<file path="config.mk">
export PLATFORM = sky130hd
export DESIGN_NAME = imem_loader_flat
export DESIGN_NICKNAME = d
export VERILOG_FILES = /design/src/rtl/imem_loader_pkg.sv /design/src/rtl/imem_loader_if.sv /design/src/rtl/imem_loader.sv /design/src/flat_wrapper.sv
export SDC_FILE = /design/constraint.sdc
export NUM_CORES = 1
export LEC_CHECK = 0
export ABC_AREA = 1
export CELL_PAD_IN_SITES_DETAIL_PLACEMENT = 2
export CELL_PAD_IN_SITES_GLOBAL_PLACEMENT = 2
export CORE_ASPECT_RATIO = 0.7
export CORE_UTILIZATION = 34
export DETAILED_ROUTE_END_ITERATION = 16
export PLACE_DENSITY_LB_ADDON = 0.12
export SLEW_MARGIN = 20
export SYNTH_ARGS = -nofsm -noshare
export SYNTH_HDL_FRONTEND = slang
export SYNTH_SLANG_ARGS = --single-unit
</file>
<file path="constraint.sdc">
create_clock -name clk -period 2.2 [get_ports clk]
set_clock_uncertainty 0.05 [all_clocks]
set_input_delay 0.55 -clock clk [delete_from_list [all_inputs] [get_ports clk]]
set_output_delay 0.55 -clock clk [all_outputs]
set_load 0.05 [all_outputs]
</file>
<file path="src/rtl/imem_loader_pkg.sv">
// imem_loader_pkg: FSM state encodings and frame-format constants shared by the loader
package imem_loader_pkg;
   localparam logic [2:0] ST_IDLE   = 3'd0;
   localparam logic [2:0] ST_LEN_LO = 3'd1;
   localparam logic [2:0] ST_LEN_HI = 3'd2;
   localparam logic [2:0] ST_DATA   = 3'd3;
   localparam logic [2:0] ST_WR     = 3'd4;
   localparam logic [2:0] ST_CSUM   = 3'd5;
   localparam logic [2:0] ST_DONE   = 3'd6;
   localparam logic [2:0] ST_ERR    = 3'd7;
   localparam logic [7:0] SYNC_DEFAULT   = 8'hA5;
   localparam int         BYTES_PER_WORD = 4;
   localparam int         LEN_W          = 16;
endpackage

</file>
<file path="src/rtl/imem_loader_if.sv">
// imem_loader_if: byte-stream handshake plus instruction-memory write port
interface imem_loader_if #(parameter int ADDR_W = 10) ();
   logic              rx_valid;
   logic [7:0]        rx_data;
   logic              rx_ready;
   logic              imem_wen;
   logic [ADDR_W-1:0] imem_addr;
   logic [31:0]       imem_wdata;
   modport master (output rx_valid, rx_data, input rx_ready, imem_wen, imem_addr, imem_wdata);
   modport slave  (input rx_valid, rx_data, output rx_ready, imem_wen, imem_addr, imem_wdata);
endinterface

</file>
<file path="src/rtl/imem_loader.sv">
// imem_loader: unpacks a framed byte stream into instruction memory and gates CPU reset
module imem_loader
   import imem_loader_pkg::*;
#(
   parameter int         ADDR_W = 10,
   parameter int         DEPTH  = 1024,
   parameter logic [7:0] SYNC   = SYNC_DEFAULT
) (
   input  logic         clk,
   input  logic         reset_n,
   imem_loader_if.slave bus,
   output logic         cpu_reset_n,
   output logic         load_done,
   output logic         load_err
);
   localparam int CNT_W = $clog2(DEPTH + 1);
   logic [2:0]       state;
   logic [1:0]       byte_cnt;
   logic [CNT_W-1:0] word_cnt, n_words;
   logic [7:0]       len_lo, csum;
   logic [23:0]      shreg;
   logic [LEN_W-1:0] len;
   logic             xfer, is_sync, len_bad;
   assign xfer    = bus.rx_valid & bus.rx_ready;
   assign is_sync = xfer && bus.rx_data == SYNC;
   assign len     = {bus.rx_data, len_lo};
   assign len_bad = len == '0 || 32'(len) > 32'(DEPTH);
   // frame FSM; every output is a flop so downstream sees glitch-free strobes
   always_ff @(posedge clk or negedge reset_n) begin
      if (!reset_n) begin
         state          <= ST_IDLE;
         byte_cnt       <= '0;
         word_cnt       <= '0;
         n_words        <= '0;
         len_lo         <= '0;
         csum           <= '0;
         shreg          <= '0;
         bus.rx_ready   <= 1'b1;
         bus.imem_wen   <= 1'b0;
         bus.imem_addr  <= '0;
         bus.imem_wdata <= '0;
         cpu_reset_n    <= 1'b0;
         load_done      <= 1'b0;
         load_err       <= 1'b0;
      end else begin
         case (state)
            ST_IDLE, ST_DONE, ST_ERR: begin
               if (state == ST_DONE) cpu_reset_n <= 1'b1;
               if (is_sync) begin
                  state       <= ST_LEN_LO;
                  csum        <= '0;
                  byte_cnt    <= '0;
                  word_cnt    <= '0;
                  cpu_reset_n <= 1'b0;
                  load_done   <= 1'b0;
                  load_err    <= 1'b0;
               end
            end
            ST_LEN_LO: if (xfer) begin
               len_lo <= bus.rx_data;
               csum   <= csum + bus.rx_data;
               state  <= ST_LEN_HI;
            end
            ST_LEN_HI: if (xfer) begin
               csum     <= csum + bus.rx_data;
               n_words  <= CNT_W'(len);
               state    <= len_bad ? ST_ERR : ST_DATA;
               load_err <= len_bad;
            end
            ST_DATA: if (xfer) begin
               csum     <= csum + bus.rx_data;
               byte_cnt <= byte_cnt + 2'd1;
               shreg    <= {bus.rx_data, shreg[23:8]};
               if (byte_cnt == 2'(BYTES_PER_WORD - 1)) begin
                  state          <= ST_WR;
                  bus.imem_wen   <= 1'b1;
                  bus.imem_addr  <= ADDR_W'(word_cnt);
                  bus.imem_wdata <= {bus.rx_data, shreg};
                  bus.rx_ready   <= 1'b0;
               end
            end
            ST_WR: begin
               bus.imem_wen <= 1'b0;
               bus.rx_ready <= 1'b1;
               word_cnt     <= word_cnt + CNT_W'(1);
               state        <= (word_cnt + CNT_W'(1) == n_words) ? ST_CSUM : ST_DATA;
            end
            ST_CSUM: if (xfer) begin
               state     <= (bus.rx_data == csum) ? ST_DONE : ST_ERR;
               load_done <= bus.rx_data == csum;
               load_err  <= bus.rx_data != csum;
            end
            default: state <= ST_IDLE;
         endcase
      end
   end
endmodule
</file>
<file path="src/flat_wrapper.sv">
// flat-port wrapper written by rule: the top's interface ports become plain ports
module imem_loader_flat import imem_loader_pkg::*;
#(
   parameter int         ADDR_W = 10,
   parameter int         DEPTH  = 1024,
   parameter logic [7:0] SYNC   = SYNC_DEFAULT
)
  (clk, reset_n, cpu_reset_n, load_done, load_err, bus_rx_valid, bus_rx_data, bus_rx_ready, bus_imem_wen, bus_imem_addr, bus_imem_wdata);
  imem_loader_if #(.ADDR_W(ADDR_W)) bus_i ();
  input  logic clk;
  input  logic reset_n;
  output logic cpu_reset_n;
  output logic load_done;
  output logic load_err;
  input wire logic [$bits(bus_i.rx_valid)-1:0] bus_rx_valid;
  input wire logic [$bits(bus_i.rx_data)-1:0] bus_rx_data;
  output wire logic [$bits(bus_i.rx_ready)-1:0] bus_rx_ready;
  output wire logic [$bits(bus_i.imem_wen)-1:0] bus_imem_wen;
  output wire logic [$bits(bus_i.imem_addr)-1:0] bus_imem_addr;
  output wire logic [$bits(bus_i.imem_wdata)-1:0] bus_imem_wdata;
  assign bus_i.rx_valid = bus_rx_valid;
  assign bus_i.rx_data = bus_rx_data;
  assign bus_rx_ready = bus_i.rx_ready;
  assign bus_imem_wen = bus_i.imem_wen;
  assign bus_imem_addr = bus_i.imem_addr;
  assign bus_imem_wdata = bus_i.imem_wdata;
  imem_loader #(.ADDR_W(ADDR_W), .DEPTH(DEPTH), .SYNC(SYNC)) u_core (.clk(clk), .reset_n(reset_n), .bus(bus_i), .cpu_reset_n(cpu_reset_n), .load_done(load_done), .load_err(load_err));
endmodule
</file>
## Yosys cells after proc, flatten, opt, wreduce, memory -nomap -nowiden

Index checks and enable logic that the tools add are counted.
Widths: inputs -> output; s select.

| operators by class | value |
|---|---|
| add/subtract/negate cells | 3 |
| order comparisons | 1 |
| equal/unequal tests | 19 |
| muxes and demuxes | 32 |
| bitwise logic cells | 1 |
| reductions and logical operators | 25 |

Operators by type and width:

| kind | number |
|---|---|
| $mux 3 | 8 |
| $pmux 11 s2 | 1 |
| $pmux 3 s6 | 1 |
| $gt 16x11->1 const B | 1 |
| $logic_not 16->1 | 1 |
| $mux 8 | 2 |
| $pmux 8 s2 | 1 |
| $reduce_and 3->1 | 5 |
| $ne 2x1->1 const B | 7 |
| $eq 3x3->1 const B | 4 |
| $reduce_bool 2->1 | 6 |
| $add 11x1->11 const B | 1 |
| $eq 11x11->1 | 1 |
| $mux 1 | 11 |
| $mux 11 | 1 |
| $reduce_and 2->1 | 5 |
| $add 8x8->8 | 1 |
| $eq 8x8->1 | 1 |
| $eq 8x8->1 const B | 1 |
| $ne 8x8->1 | 1 |
| $eq 3x2->1 const B | 2 |
| $pmux 1 s2 | 3 |
| $reduce_and 6->1 | 1 |
| $reduce_or 3->1 | 2 |
| 12 further kinds | 13 |

| storage, ports and cells | value |
|---|---|
| bits in registers | 114 |
| input port bits | 11 |
| output and inout bits | 47 |
| logic and storage cells | 95 |

## Logic depth before layout (Yosys ltp)

| depth | value |
|---|---|
| word-level depth | 5 |
| gate-level depth with buffers | 16 |
| depth with buffers taken out | 16 |

## Worst setup path before layout

OpenSTA, ideal clock, no wires.

| timing path | value |
|---|---|
| path kind | input to register |
| start point | input port bus_rx_data[0] |
| end point | register u_core.csum[6] |
| library setup time | 0.126 ns |
| arrival time | 1.803 ns |
| required time | 2.024 ns |
| slack | 0.221 ns |
| cell stages on the path | 9 |
| buffers on the path | 0 |
| cells stage by stage | ha_1 > fa_1 > nand3_1 > nand3_1 > a21o_1 > a21oi_1 > nand2_1 > nand3_1 > o21ai_0 |

| between the ends | value |
|---|---|
| longest elaborated chain between the ends | 4 |
| elaborated cells between the ends (all ways) | 7 |
| those cells by class | add/sub: 1; eq/ne: 2; mux: 2; reduce/logical: 2 |

RTL lines:

| item | line | RTL |
|---|---|---|
| start, declared | flat_wrapper.sv:16 | `input wire logic [$bits(bus_i.rx_data)-1:0] bus_rx_data;` |
| parallel branches: the longest is 4 deep, another holds $add 8x8->8 | n/a |  |
| end signal, assigned | imem_loader.sv:61 | `csum <= csum + bus.rx_data;` |
| end signal, assigned | imem_loader.sv:65 | `csum <= csum + bus.rx_data;` |
| end signal, assigned | imem_loader.sv:71 | `csum <= csum + bus.rx_data;` |
| end, declared | imem_loader.sv:20 | `logic [7:0] len_lo, csum;` |

Parallel ways; which one is timed is not known. The select of a mux whose other input is x is not followed.
A chain may end at the register's enable or synchronous reset.

## Worst setup path after layout

| timing path | value |
|---|---|
| start point | register u_core.load_err |
| end point | output port load_err |

RTL lines:

| item | line | RTL |
|---|---|---|
| start, declared | imem_loader.sv:14 | `output logic load_err` |
| start signal, assigned | imem_loader.sv:68 | `load_err <= len_bad;` |
| start signal, assigned | imem_loader.sv:91 | `load_err <= bus.rx_data != csum;` |
| end, declared | flat_wrapper.sv:14 | `output logic load_err;` |

No word-level cell between the ends.

==> results.json <==
{
  "maxSlewHeadroom": 0.602,
  "upper_clock_frequency_limit_ghz": 0.462,
  "critPathLaunchType": "register",
  "path_cells": "clkdlybuf4s50_1",
  "groute.layer.met1.usage": 0.314,
  "route.detailed.wl_per_inst_um": 18.5,
  "utilization": 0.471,
  "core_box_area_sq_mm": 0.0148,
  "max-clock-path-buffers": 2,
  "drt_pass1_iterations": 4,
  "drt_drc_violations_left": 0,
  "ys.warnings.count": 0,
  "critical_path.max_fanout": 2,
  "dpl.cell_count": 888,
  "run_status": "complete, no violations",
  "unrepaired_setup_endpoints_after_global_routing": "true",
  "critPathLaunch": "u_core.load_err",
  "synth_seq_cells": 114,
  "cts_hold_buffers": 0,
  "async_reset_ff_frac": 1.00,
  "design.portCount": 58,
  "power.combinational.fraction": 0.348,
  "grt.total_usage": 0.239,
  "floorplan.die.height_um": 106,
  "max-vdd-ir-drop_v": 0.000574,
  "drt_wl_total_um": 17000,
  "finalNetCount": 736,
  "insertedDiodeCount": 0,
  "antenna_violating_nets_left": 0,
  "synthToLayoutAreaGrowth_pct": 33.8,
  "post_synth_inst_count": 608,
  "grt_max_degree": 42,
  "synth-main-ff-cell": "dfrtp_1",
  "cp_data_arrival_time_ns": 1.57,
  "postSynthNetCount": 630,
  "final_max_slew_viol_count": 0,
  "net_switching_share_of_the_total_power": 0.387,
  "tightestPinTransition_ns": 0.596,
  "tritoncts": "built",
  "cts_num_sinks": 114,
  "drive_gt1_frac": 0.150,
  "slowest_stage": "clkdlybuf4s50_1",
  "cts.reportedPaths.clkPinSlew_ns": 0.05,
  "number_of_global_route_vias_before_repair": 5259,
  "use_met2": 0.396,
  "dieArea_sq_mm": 0.0158,
  "mappedNetlistArea_sq_mm": 0.00521,
  "clock_power_share": 0.296,
  "setup_viol_count_final": 0,
  "worst-endpoint-required_ns": 1.60,
  "r2r_slack_ns": 0.10,
  "htree_num_levels": 4,
  "globalRoute.busiestLayer": "met2",
  "gp_routability_congestion": 0.797,
  "final.fill_count": 1623,
  "aggregate_negative_setup_slack_ns": 0,
  "critical_path.max_stage_delay_ns": 0.80,
  "timing.rr.start": "u_core.word_cnt[2]",
  "setup_crit_path_kind": "register to output pin",
  "syn_area_per_cell_sq_um": 8.57,
  "grt_pass1_wl_um": 28500,
  "number_of_flops_mapped_to_enable_cells_by_yosys": 0,
  "yosysUniqueCellTypes": 35,
  "vias": 4607,
  "detailedPlacementHpwl_um": 12100,
  "row_count": 37,
  "seqPwrFrac": 0.355,
  "cap_viol_max_count": 0,
  "cts.root.buffer_cell": "clkbuf_16",
  "grt_util_met3": 0.0429,
  "pwr_per_cell_area_mw_per_mm2": 1290,
  "grt_antenna_before_repair": 0,
  "portBuffers": 57,
  "initialDrtViolationCount": 161,
  "fin_crit_ns": 2.17,
  "synth.yosys.seq_area_share": 0.548,
  "worst_skew_pair.late_latency_ns": 0.43,
  "hold_path_class": "input pin to async pin",
  "instances_no_fill": 921,
  "cts_buffers": 17,
  "floorplan.initialDensity": 0.352,
  "worstPathBufferInverterCount": 1,
  "worst_hold_slack_across_all_endpoints_ns": 0.0788,
  "hold_violation_count_in_the_final_report": 0,
  "layout_worst_path_cycle_share": 0.984,
  "via_per_inst": 5.00,
  "critical_path.top_delay_family": "buffers and inverters",
  "p_int_w": 0.00552,
  "chipWidth_um": 150,
  "endpoint_kind": "output pin",
  "leak_pwr_nw": 3.63,
  "gr_ovfl_total": 0,
  "power_switching_w": 0.00348
}
what timing repair did:
item,in CTS,in global routing
pin swaps,0,5
gates resized for setup,35,24
endpoints found under the setup margin,35,14
setup buffers,0,2
routing by layer:
layer	share of wire	vias up
met5	0	-
met4	0.013	0
met3	0.025	19
met2	0.49	61
met1	0.47	2343
li1	-	2184
layout by cell type, fill, tap and decap left out, types with 2 or more instances in the layout:
master,n
clkdlybuf4s50_1,10
nand3b_1,4
nand2_2,2
clkinvlp_4,4
inv_2,2
nand3_1,28
o21a_1,2
clkbuf_8,4
clkinv_2,2
dfrtp_1,112
xor2_1,4
xnor2_1,7
clkbuf_1,2
mux2_2,4
dlygate4sd2_1,33
clkbuf_16,17
nor4_1,2
buf_4,47
ha_1,7
o21ai_0,105
nand2_1,168
buf_12,5
nand4_1,6
a21oi_1,7
nor3_1,7
nor2_1,19
inv_1,74
nor2_2,7
dlymetal6s2s_1,10
o22ai_1,6
ha_4,2
final cells by class:
cell class              count  area [sq um]  share of cell area
clock inverters             8          78.8              0.0113
repair buffers            105           967               0.139
inverters                  76           285              0.0409
well taps                 195           244              0.0350
multi-input cells         400          2050               0.294
flip-flops and latches    114          2860               0.410
clock buffers              23           488              0.0700
sequential cells by signal (all words and copies together), names as in the netlist:
register	flops
u_core.byte_cnt	2
u_core.word_cnt	11
u_core.bus.imem_wen	1
u_core.load_err	1
u_core.bus.imem_addr	10
u_core.load_done	1
u_core.bus.rx_ready	1
u_core.len_lo	8
u_core.csum	8
u_core.shreg	24
u_core.bus.imem_wdata	32
u_core.state	3
u_core.cpu_reset_n	1
u_core.n_words	11
final timing paths:
check / end / depth (start not counted)
max in group asynchronous: u_core.bus.rx_ready / 2
max: load_err / 1
min: u_core.bus.imem_wdata[1] / 1
min reg2reg: u_core.bus.imem_wdata[3] / 2
min in group clk: u_core.bus.imem_wdata[3] / 2
max reg2reg: u_core.state[1] / 13
Yosys cell counts, types with 2 or more instances:
library cell,number,area share
nand4_1,6,0.0072
nor2_1,25,0.018
xor2_1,4,0.0067
inv_1,74,0.053
nand2_1,169,0.12
o22ai_1,6,0.0072
clkbuf_1,14,0.010
nor3_1,8,0.0077
mux2_2,4,0.0086
o21a_1,2,0.0029
nor4_1,2,0.0024
o21ai_0,105,0.10
a21oi_1,8,0.0077
nand3_1,29,0.028
dfrtp_1,113,0.54
ha_1,10,0.024
xnor2_1,7,0.012
inv_2,2,0.0014
nand3b_1,4,0.0058
power groups by stage:
stage	Sequential, W	Clock [W]	Combinational, W
after CTS	0.00318	0.00273	0.00308
after floorplan	0.00317	0	0.00177
after global routing	0.00327	0.00281	0.00357
after detailed placement	0.00320	0	0.00298
after global placement	0.00315	0	0.00277
final	0.00320	0.00267	0.00314
kinds of logic after synthesis:
family	share of synthesized area
simple gates	0.200
compound gates	0.128
flops	0.548
buf+inv	0.0701
xor+xnor	0.0185
fa+ha+maj	0.0279
mux	0.00864
metrics by stage:
step	setup slack, ns	power [W]	instance area, sq um
final	0.0342	0.00900	6970
after detailed placement	-0.434	0.00618	6340
after global routing	-0.0587	0.00965	6970
after CTS	0.0000218	0.00900	6870
after global placement	-0.282	0.00592	6340
after floorplan	0.221	0.00495	5210
No activity file was read; power rests on OpenSTA's default activity.
